`src/rtl/mem_wb_stage.sv`:
```
`default_nettype none
// ============================================================================
// Module  : mem_wb_stage
// Purpose : MEM-stage data-memory access (req/ack, timeout) and MEM/WB register
// Revision: 1.0
// ============================================================================
module mem_wb_stage #(
  parameter int DM_TIMEOUT = 255
) (
  input  logic        clk,
  input  logic        rst_n,
  input  logic        valid_M,
  input  logic        flush_M,
  input  logic [31:0] IR_M,
  input  logic [31:0] PC4_M,
  input  logic [31:0] AO_M,
  input  logic [31:0] RT_M,
  input  logic [3:0]  mem_op_M,
  output logic        dm_req,
  output logic        dm_we,
  output logic [31:0] dm_addr,
  output logic [3:0]  dm_be,
  output logic [31:0] dm_wdata,
  input  logic        dm_ack,
  input  logic [31:0] dm_rdata,
  output logic        stall_M,
  output logic        valid_W,
  output logic [31:0] IR_W,
  output logic [31:0] PC4_W,
  output logic [31:0] AO_W,
  output logic [31:0] DR_W,
  output logic [1:0]  exc_W
);

  localparam logic [7:0] c_timeout = 8'(DM_TIMEOUT);

  typedef enum logic [0:0] {
    S_IDLE = 1'b0,
    S_WAIT = 1'b1
  } state_t;

  state_t     r_state;
  logic [7:0] r_cnt;
  logic       r_flushed;

  logic       w_byte, w_half, w_word;
  logic       w_load, w_store, w_memop, w_misalign, w_live, w_active;
  logic       w_timeout, w_kill;
  logic       w_wload, w_drload;
  logic [1:0] w_exc;

  always_comb begin
    w_byte = 1'b0;
    w_half = 1'b0;
    w_word = 1'b0;
    case (mem_op_M)
      4'd1, 4'd2, 4'd6: w_byte = 1'b1;
      4'd3, 4'd4, 4'd7: w_half = 1'b1;
      4'd5, 4'd8:       w_word = 1'b1;
      default:          ;
    endcase
  end

  assign w_load     = (mem_op_M >= 4'd1) && (mem_op_M <= 4'd5);
  assign w_store    = (mem_op_M >= 4'd6) && (mem_op_M <= 4'd8);
  assign w_memop    = w_load | w_store;
  assign w_misalign = (w_half & AO_M[0]) | (w_word & (|AO_M[1:0]));
  assign w_live     = valid_M & ~flush_M;
  assign w_active   = w_live & w_memop & ~w_misalign;
  assign w_timeout  = (r_cnt == c_timeout);
  // A flush in the completing cycle counts the same as an earlier one
  assign w_kill     = r_flushed | flush_M;

  always_comb begin
    dm_be    = 4'b0000;
    dm_wdata = RT_M;
    if (w_byte) begin
      dm_be    = 4'b0001 << AO_M[1:0];
      dm_wdata = {4{RT_M[7:0]}};
    end else if (w_half) begin
      dm_be    = AO_M[1] ? 4'b1100 : 4'b0011;
      dm_wdata = {2{RT_M[15:0]}};
    end else if (w_word) begin
      dm_be    = 4'b1111;
    end
  end

  assign dm_addr = {AO_M[31:2], 2'b00};
  assign dm_we   = w_store;
  assign dm_req  = rst_n & ((r_state == S_IDLE) ? w_active : ~w_timeout);
  assign stall_M = (r_state == S_IDLE) ? (w_active & ~dm_ack) : ~(dm_ack | w_timeout);

  always_comb begin
    w_wload  = 1'b0;
    w_drload = 1'b0;
    w_exc    = 2'b00;
    if (r_state == S_IDLE) begin
      if (w_active) begin
        w_wload  = dm_ack;
        w_drload = dm_ack & w_load;
      end else if (w_live) begin
        w_wload = 1'b1;
        if (w_memop) w_exc = w_store ? 2'b10 : 2'b01;
      end
    end else if (dm_ack) begin
      w_wload  = ~w_kill;
      w_drload = ~w_kill & w_load;
    end else if (w_timeout) begin
      w_wload = ~w_kill;
      w_exc   = 2'b11;
    end
  end

  always_ff @(posedge clk or negedge rst_n) begin
    if (!rst_n) begin
      r_state   <= S_IDLE;
      r_cnt     <= 8'd0;
      r_flushed <= 1'b0;
      valid_W   <= 1'b0;
      IR_W      <= 32'd0;
      PC4_W     <= 32'd0;
      AO_W      <= 32'd0;
      DR_W      <= 32'd0;
      exc_W     <= 2'b00;
    end else begin
      if (r_state == S_IDLE) begin
        r_flushed <= 1'b0;
        if (w_active && !dm_ack) begin
          r_state <= S_WAIT;
          r_cnt   <= 8'd1;
        end
      end else if (dm_ack || w_timeout) begin
        r_state   <= S_IDLE;
        r_cnt     <= 8'd0;
        r_flushed <= 1'b0;
      end else begin
        r_cnt <= r_cnt + 8'd1;
        if (flush_M) r_flushed <= 1'b1;
      end

      // Every non-retiring cycle presents a bubble; IR_W=0 is a NOP
      valid_W <= w_wload;
      IR_W    <= w_wload ? IR_M  : 32'd0;
      PC4_W   <= w_wload ? PC4_M : 32'd0;
      AO_W    <= w_wload ? AO_M  : 32'd0;
      exc_W   <= w_wload ? w_exc : 2'b00;
      if (w_drload) DR_W <= dm_rdata;
    end
  end

endmodule
`default_nettype wire

```
`config.mk`:
```
export PLATFORM = sky130hd
export DESIGN_NAME = mem_wb_stage
export DESIGN_NICKNAME = d
export VERILOG_FILES = /design/src/rtl/mem_wb_stage.sv
export SDC_FILE = /design/constraint.sdc
export NUM_CORES = 1
export LEC_CHECK = 0
export ABC_AREA = 1
export BUFFER_PORTS_ARGS = -buffer_cell sky130_fd_sc_hd__buf_4
export CAP_MARGIN = 20
export CORE_MARGIN = 5
export CORE_UTILIZATION = 25
export CTS_BUF_LIST = sky130_fd_sc_hd__clkbuf_8 sky130_fd_sc_hd__clkbuf_16
export CTS_CLUSTER_DIAMETER = 40
export DETAILED_ROUTE_END_ITERATION = 16
export GPL_TIMING_DRIVEN = 0
export HOLD_SLACK_MARGIN = 0.03
export PLACE_DENSITY_LB_ADDON = 0.2
export SYNTH_ARGS = -nofsm -noshare
export SYNTH_HDL_FRONTEND = slang
export SYNTH_SLANG_ARGS = --single-unit
export TNS_END_PERCENT = 30
```
`constraint.sdc`:
```
create_clock -name clk -period 1.85 [get_ports clk]
set_clock_uncertainty 0.15 [all_clocks]
set_input_delay 0.0925 -clock clk [delete_from_list [all_inputs] [get_ports clk]]
set_output_delay 0.0925 -clock clk [all_outputs]
set_load 0.1 [all_outputs]
```
; ---- After elaboration in Yosys (flattened, before gate mapping)
; Index checks and enable logic that the tools add are counted.
[op_classes]
magnitude_cmp = 4
n_reduce_logical = 10
addsub = 1
shift = 1
n_div = 0
n_bitwise = 19
mux = 39
mul = 0
eq_ne = 10
[op_table]
columns = op, n
row1 = $mux W32, 5
row2 = $mux W8, 3
row3 = $mux W1, 19
row4 = $eq A4 B3 Y1 const B, 4
row5 = $mux W2, 8
row6 = $mux W4, 4
row7 = $and A1 B1 Y1, 9
row8 = $add A8 B1 Y8 const B, 1
row9 = $eq A4 B2 Y1 const B, 2
row10 = $eq A8 B8 Y1 const B, 1
row11 = $not A1 Y1, 6
row12 = $reduce_or A3 Y1, 2
row13 = $eq A4 B1 Y1 const B, 1
row14 = $eq A4 B4 Y1 const B, 1
row15 = $ge A4 B1 Y1 const B, 1
row16 = $ge A4 B3 Y1 const B, 1
row17 = $le A4 B3 Y1 const B, 1
row18 = $le A4 B4 Y1 const B, 1
row19 = $or A1 B1 Y1, 4
row20 = $reduce_or A2 Y1, 2
row21 = $shl A1 B2 Y4 const A, 1
row22 = $logic_and A1 B1 Y1, 3
row23 = $ne A3 B2 Y1 const B, 1
row24 = $reduce_bool A2 Y1, 1
row25 = 2 further kinds, 2
[word_totals]
ramBits = 0
in_bits = 169
ff_bits = 141
latchBits = 0
romBits = 0
mem_count = 0
wordCells = 93

; ---- Depth between registers and ports, before layout
[depth]
word_depth = 10
ltp_mapped = 13
mapped_depth_nobuf = 12

; ---- Least setup slack after synthesis
; OpenSTA, ideal clock, no wires.
[synth_path]
kind = input -> register
startpoint = input mem_op_M[2]
endpoint = register r_state
path_stages = 9
path_slack_ps = -1387
arrival_ps = 2821
setup_ps = 265
path_buffers = 0
cell_sequence = nor2_1 nand2_1 nand2_1 nor2_1 nor2_2 nand2_1 nand2_2 o21ai_0 nor2_1
[synth_between]
elab_cells_between_ends = 25
[synth_lines]
columns = item, line_no
row1 = "start, declared", 18  ; input logic [3:0] mem_op_M,
row2 = $ge A4 B3 Y1 or $le A4 B4 Y1 (tied branches), 65  ; assign w_store = (mem_op_M >= 4'd6) && (mem_op_M <= 4'd8);
row3 = $logic_and A1 B1 Y1 (*), 65
row4 = via dm_we, 20  ; output logic dm_we,
row5 = $or A1 B1 Y1 (*), 66  ; assign w_memop = w_load | w_store;
row6 = $and A1 B1 Y1 (*) (2 in a row), 69  ; assign w_active = w_live & w_memop & ~w_misalign;
row7 = $logic_and A1 B1 Y1 (*), 128  ; if (w_active && !dm_ack) begin
row8 = $mux W1 (*), 128
row9 = $mux W1 (*), 126  ; if (r_state == S_IDLE) begin
row10 = "end signal, assigned", 116  ; r_state <= S_IDLE;
row11 = "end signal, assigned", 129  ; r_state <= S_WAIT;
row12 = "end signal, assigned", 133  ; r_state <= S_IDLE;
row13 = "end, declared", 42  ; state_t r_state;
; Mark *: on every way through the listed nets, which the timed path passes. The rest lies on a longest branch.
; A chain may end at the register's enable or synchronous reset.

; ---- Worst setup path after layout
[layout_path]
startpoint = register r_cnt[0]
endpoint = output stall_M
[layout_between]
elab_chain_cells = 4
[layout_rtl]
columns = item, line_no
row1 = "start, declared", 43  ; logic [7:0] r_cnt;
row2 = "start signal, assigned", 137  ; r_cnt <= r_cnt + 8'd1;
row3 = $eq A8 B8 Y1, 70  ; assign w_timeout = (r_cnt == c_timeout);
row4 = $or A1 B1 Y1, 91  ; assign stall_M = (r_state == S_IDLE) ? (w_active & ~dm_ack) : ~(dm_ack | w_timeout);
row5 = $not A1 Y1, 91
row6 = $mux W1, 91
row7 = "end, declared", 26  ; output logic stall_M,
; No other way between the ends.

==> impl_metrics.py <==
metrics = {
    "die": {
        "die_y_um": 167,
        "core_area_um2": 24300,
        "dieArea_um2": 28000,
        "ios": 371,
        "initial_core_util_pct": 25.4,
        "die_w_um": 167,
        "num_rows": 57,
    },
    "sta": {
        "layout_setup_ws_ns": -0.353,
        "finalSetupViolations": 139,
        "drv_slew": 0,
        "hold_violations": 120,
        "finalWorstPathRequiredPeriod_ns": 2.20,
        "fmax_mhz": 454,
        "rsz0062_at_grt": "yes",
        "fin_crit_sh_pct": 119,
        "timing.hold.ws_ns": -0.524,
        "relSlewSlack_pct": 62.0,
        "worstMarginPinSlew_ns": 0.570,
    },
    "placement": {
        "dp_hpwl_um": 17200,
        "numPortBuffers": 368,
        "placed_cell_area_um2": 9510,
        "gp_congestion": 0.811,
        "dp_slack_ns": -0.572,
    },
    "clocking": {
        "postCtsHoldBufs": 129,
        "cts_buffers": 17,
        "cts-root-buf": "clkbuf_16",
        "cts_buffer_depth": 2,
        "htreeDepth": 4,
        "clkTransAtPathRegs_ns": 0.07,
        "clk_latency_ns": 0.42,
        "cts_sinks": 141,
        "cts_tree": "done",
    },
    "layout": {
        "regArea_um2": 3530,
        "nets": 1404,
        "design_area_um2": 12300,
        "final.fill_count": 2221,
        "n_antenna_cell": 0,
        "synthToLayoutAreaGrowth_pct": 98.8,
        "multi_input_area_um2": 2230,
        "drive_above_1_share_pct": 50.2,
    },
    "worst_setup_path": {
        "worst_setup_path_end_kind": "output pin",
        "arrival_ns": 1.96,
        "setup.worst_path.start": "r_cnt[0]",
        "cp-endpoint": "stall_M",
        "required_ns": 1.61,
        "cp_max_fo": 4,
        "r2r_end": "AO_W[28]",
        "start_kind": "flip-flop",
        "path_class": "flip-flop to output pin",
        "r2r-start": "r_cnt[0]",
        "reg2regPathDepth": 12,
        "reg2reg_slack_ns": -0.29,
    },
    "routing": {
        "wire_per_inst_um": 15.7,
        "highest_layer": "met4",
        "drc_errors": 0,
        "wl_met1_um": 9890,
        "wl_met3_um": 1990,
        "vias": 6546,
        "detail-route-antenna-nets": 0,
        "vias_per_cell": 4.17,
        "postRouteWirelength_um": 24600,
        "dr.pass1.iters": 4,
        "wl_met2_um": 12100,
        "drt_iter0_markers": 304,
    },
    "outcome": {
        "violations": "hold timing, setup timing",
        "status": "complete, but fails checks",
    },
    "grt": {
        "grt_max_degree": 87,
        "grt_pass1_wl_um": 38800,
        "grt-ovfl-total": 0,
        "grt_pass1_vias": 7065,
        "groute.usage.overall_pct": 17.3,
        "antenna_found_initial": 0,
    },
    "pwr": {
        "pwr_density_cell_nw_per_um2": 1070,
        "ir_drop_uv": 878,
        "p_leak_nw": 6.57,
    },
    "synth": {
        "synth_cells": 692,
        "seq_area_frac_synth_pct": 57.0,
        "yosysWarnings": 0,
        "yosys_register_bits": 141,
        "syn_avg_cell_area_um2": 8.94,
        "yosysUniqueCellTypes": 29,
        "syn_area_um2": 6190,
    },
    "job": {
        "drv_cap": 0,
    },
    "hold_path": {
        "hold_path_class": "primary input to async pin",
    },
}
## repair_timing
action                                  CTS  global route
setup buffers                            11             4
resized for setup                       113            58
pin swaps                                60            40
cloned                                   10             0
endpoints found under the setup margin  157           170
hold endpoints to repair                229            55
## flip-flops by register name (all words and copies together), names as in the netlist
| signal | count |
|---|---|
| r_state | 1 |
| AO_W | 32 |
| DR_W | 32 |
| r_flushed | 1 |
| PC4_W | 32 |
| valid_W | 1 |
| exc_W | 2 |
| r_cnt | 8 |
| IR_W | 32 |
## cell families after synthesis
logic type | after synthesis | synth area share, %
AO/OA/AOI/OAI | 135 | 12.4
flip-flops | 141 | 57.0
AND/OR/NAND/NOR | 212 | 14.4
other | 1 | 0.0606
adder cells (fa/ha/maj) | 1 | 0.202
XOR/XNOR | 5 | 0.708
buffers and inverters | 197 | 15.2
## critical path, cell delays in order, from the launching register on
cell and delay, ns:
dfrtp_1 0.41, ha_2 0.21, nand2_2 0.07, inv_2 0.06
nand4_1 0.11, nor2_2 0.13, nand2_2 0.12, o21ai_4 0.21
nor2_4 0.06, buf_12 0.16
## how the worst min path moves through the flow
stage	start	to	slack, ns	depth (start not counted)
after detailed placement	rst_n	DR_W[6]	-0.04	1
after floorplan	rst_n	AO_W[0]	-0.35	0
after global placement	dm_ack	r_state	0.13	2
after CTS	rst_n	DR_W[6]	-0.50	1
after global routing	rst_n	DR_W[11]	-0.48	1
final	rst_n	DR_W[6]	-0.52	1
## power breakdown
group | total (mW) | internal, mW | switching (mW)
sequential | 3.64 | 3.45 | 0.193
clock | 3.55 | 2.04 | 1.51
combinational | 5.92 | 1.41 | 4.51
## synth_stat cells
library cell | count | share of area (%)
nand2_1 | 143 | 8.7
inv_2 | 3 | 0.18
clkinv_1 | 1 | 0.061
nor2_1 | 14 | 0.85
nand3_2 | 3 | 0.49
and2_1 | 1 | 0.10
inv_1 | 119 | 7.2
o21a_1 | 1 | 0.12
a21oi_1 | 88 | 7.1
buf_4 | 41 | 5.0
ha_1 | 1 | 0.20
nand3_1 | 39 | 3.2
buf_2 | 18 | 1.5
o31ai_1 | 3 | 0.36
dfrtp_1 | 141 | 57
a21oi_2 | 19 | 2.7
a221oi_2 | 1 | 0.24
xnor2_1 | 2 | 0.28
xor2_1 | 3 | 0.42
o21ai_0 | 23 | 1.9
buf_6 | 3 | 0.55
nand3b_1 | 1 | 0.12
or2_2 | 2 | 0.20
nor2_2 | 2 | 0.20
nand4_1 | 1 | 0.10
nor3_1 | 3 | 0.24
conb_1 | 1 | 0.061
nand2_2 | 3 | 0.30
clkbuf_1 | 12 | 0.73
## cells in the final DEF, fill, tap and decap left out, types with 3 or more instances in the layout
master	netlist	final
a21oi_1	88	16
a21oi_2	19	84
a21oi_4	0	7
buf_12	0	10
buf_16	0	3
buf_2	18	14
buf_4	41	410
buf_6	3	13
buf_8	0	11
clkbuf_1	12	3
clkbuf_16	0	17
dfrtp_1	141	141
dlygate4sd3_1	0	129
inv_1	119	118
inv_2	3	3
inv_6	0	6
inv_8	0	3
nand2_1	143	139
nand2_2	3	5
nand3_1	39	39
nor2_1	14	10
nor2_2	2	3
nor2_4	0	3
o21ai_0	23	13
o21ai_2	0	3
o21ai_4	0	6
o31ai_2	0	3
xor2_1	3	3
## per-stage QoR
step / utilization, % / std cells / total power, mW / hold slack (ns) / setup TNS (ns)
after floorplan: - / 693 / 7.80 / -0.353 / -3.26
after global placement: 39.0 / 1385 / 9.18 / 0.131 / -80.11
after detailed placement: 39.1 / 1386 / 9.21 / -0.0427 / -55.92
after CTS: 49.7 / 1568 / 13.2 / -0.501 / -33.45
after global routing: 50.6 / 1571 / 13.6 / -0.476 / -47.56
final: 50.6 / 1571 / 13.1 / -0.524 / -29.06
## cell type report
| cell class | instances | share of cell area [%] |
|---|---|---|
| plain buffers | 74 | 4.93 |
| clock inverters | 15 | 1.42 |
| well taps | 324 | 3.30 |
| inverters | 123 | 3.78 |
| multi-input cells | 356 | 18.2 |
| flip-flops and latches | 141 | 28.7 |
| clock buffers | 17 | 3.46 |
| repair buffers | 521 | 36.2 |
## per-layer routing
layer	vias up	track usage (%)
met1	3060	20.9
met3	40	6.06
met2	248	29.2
met5	-	0
met4	0	5.29
li1	3198	-
(Power assumes the default switching activity.)
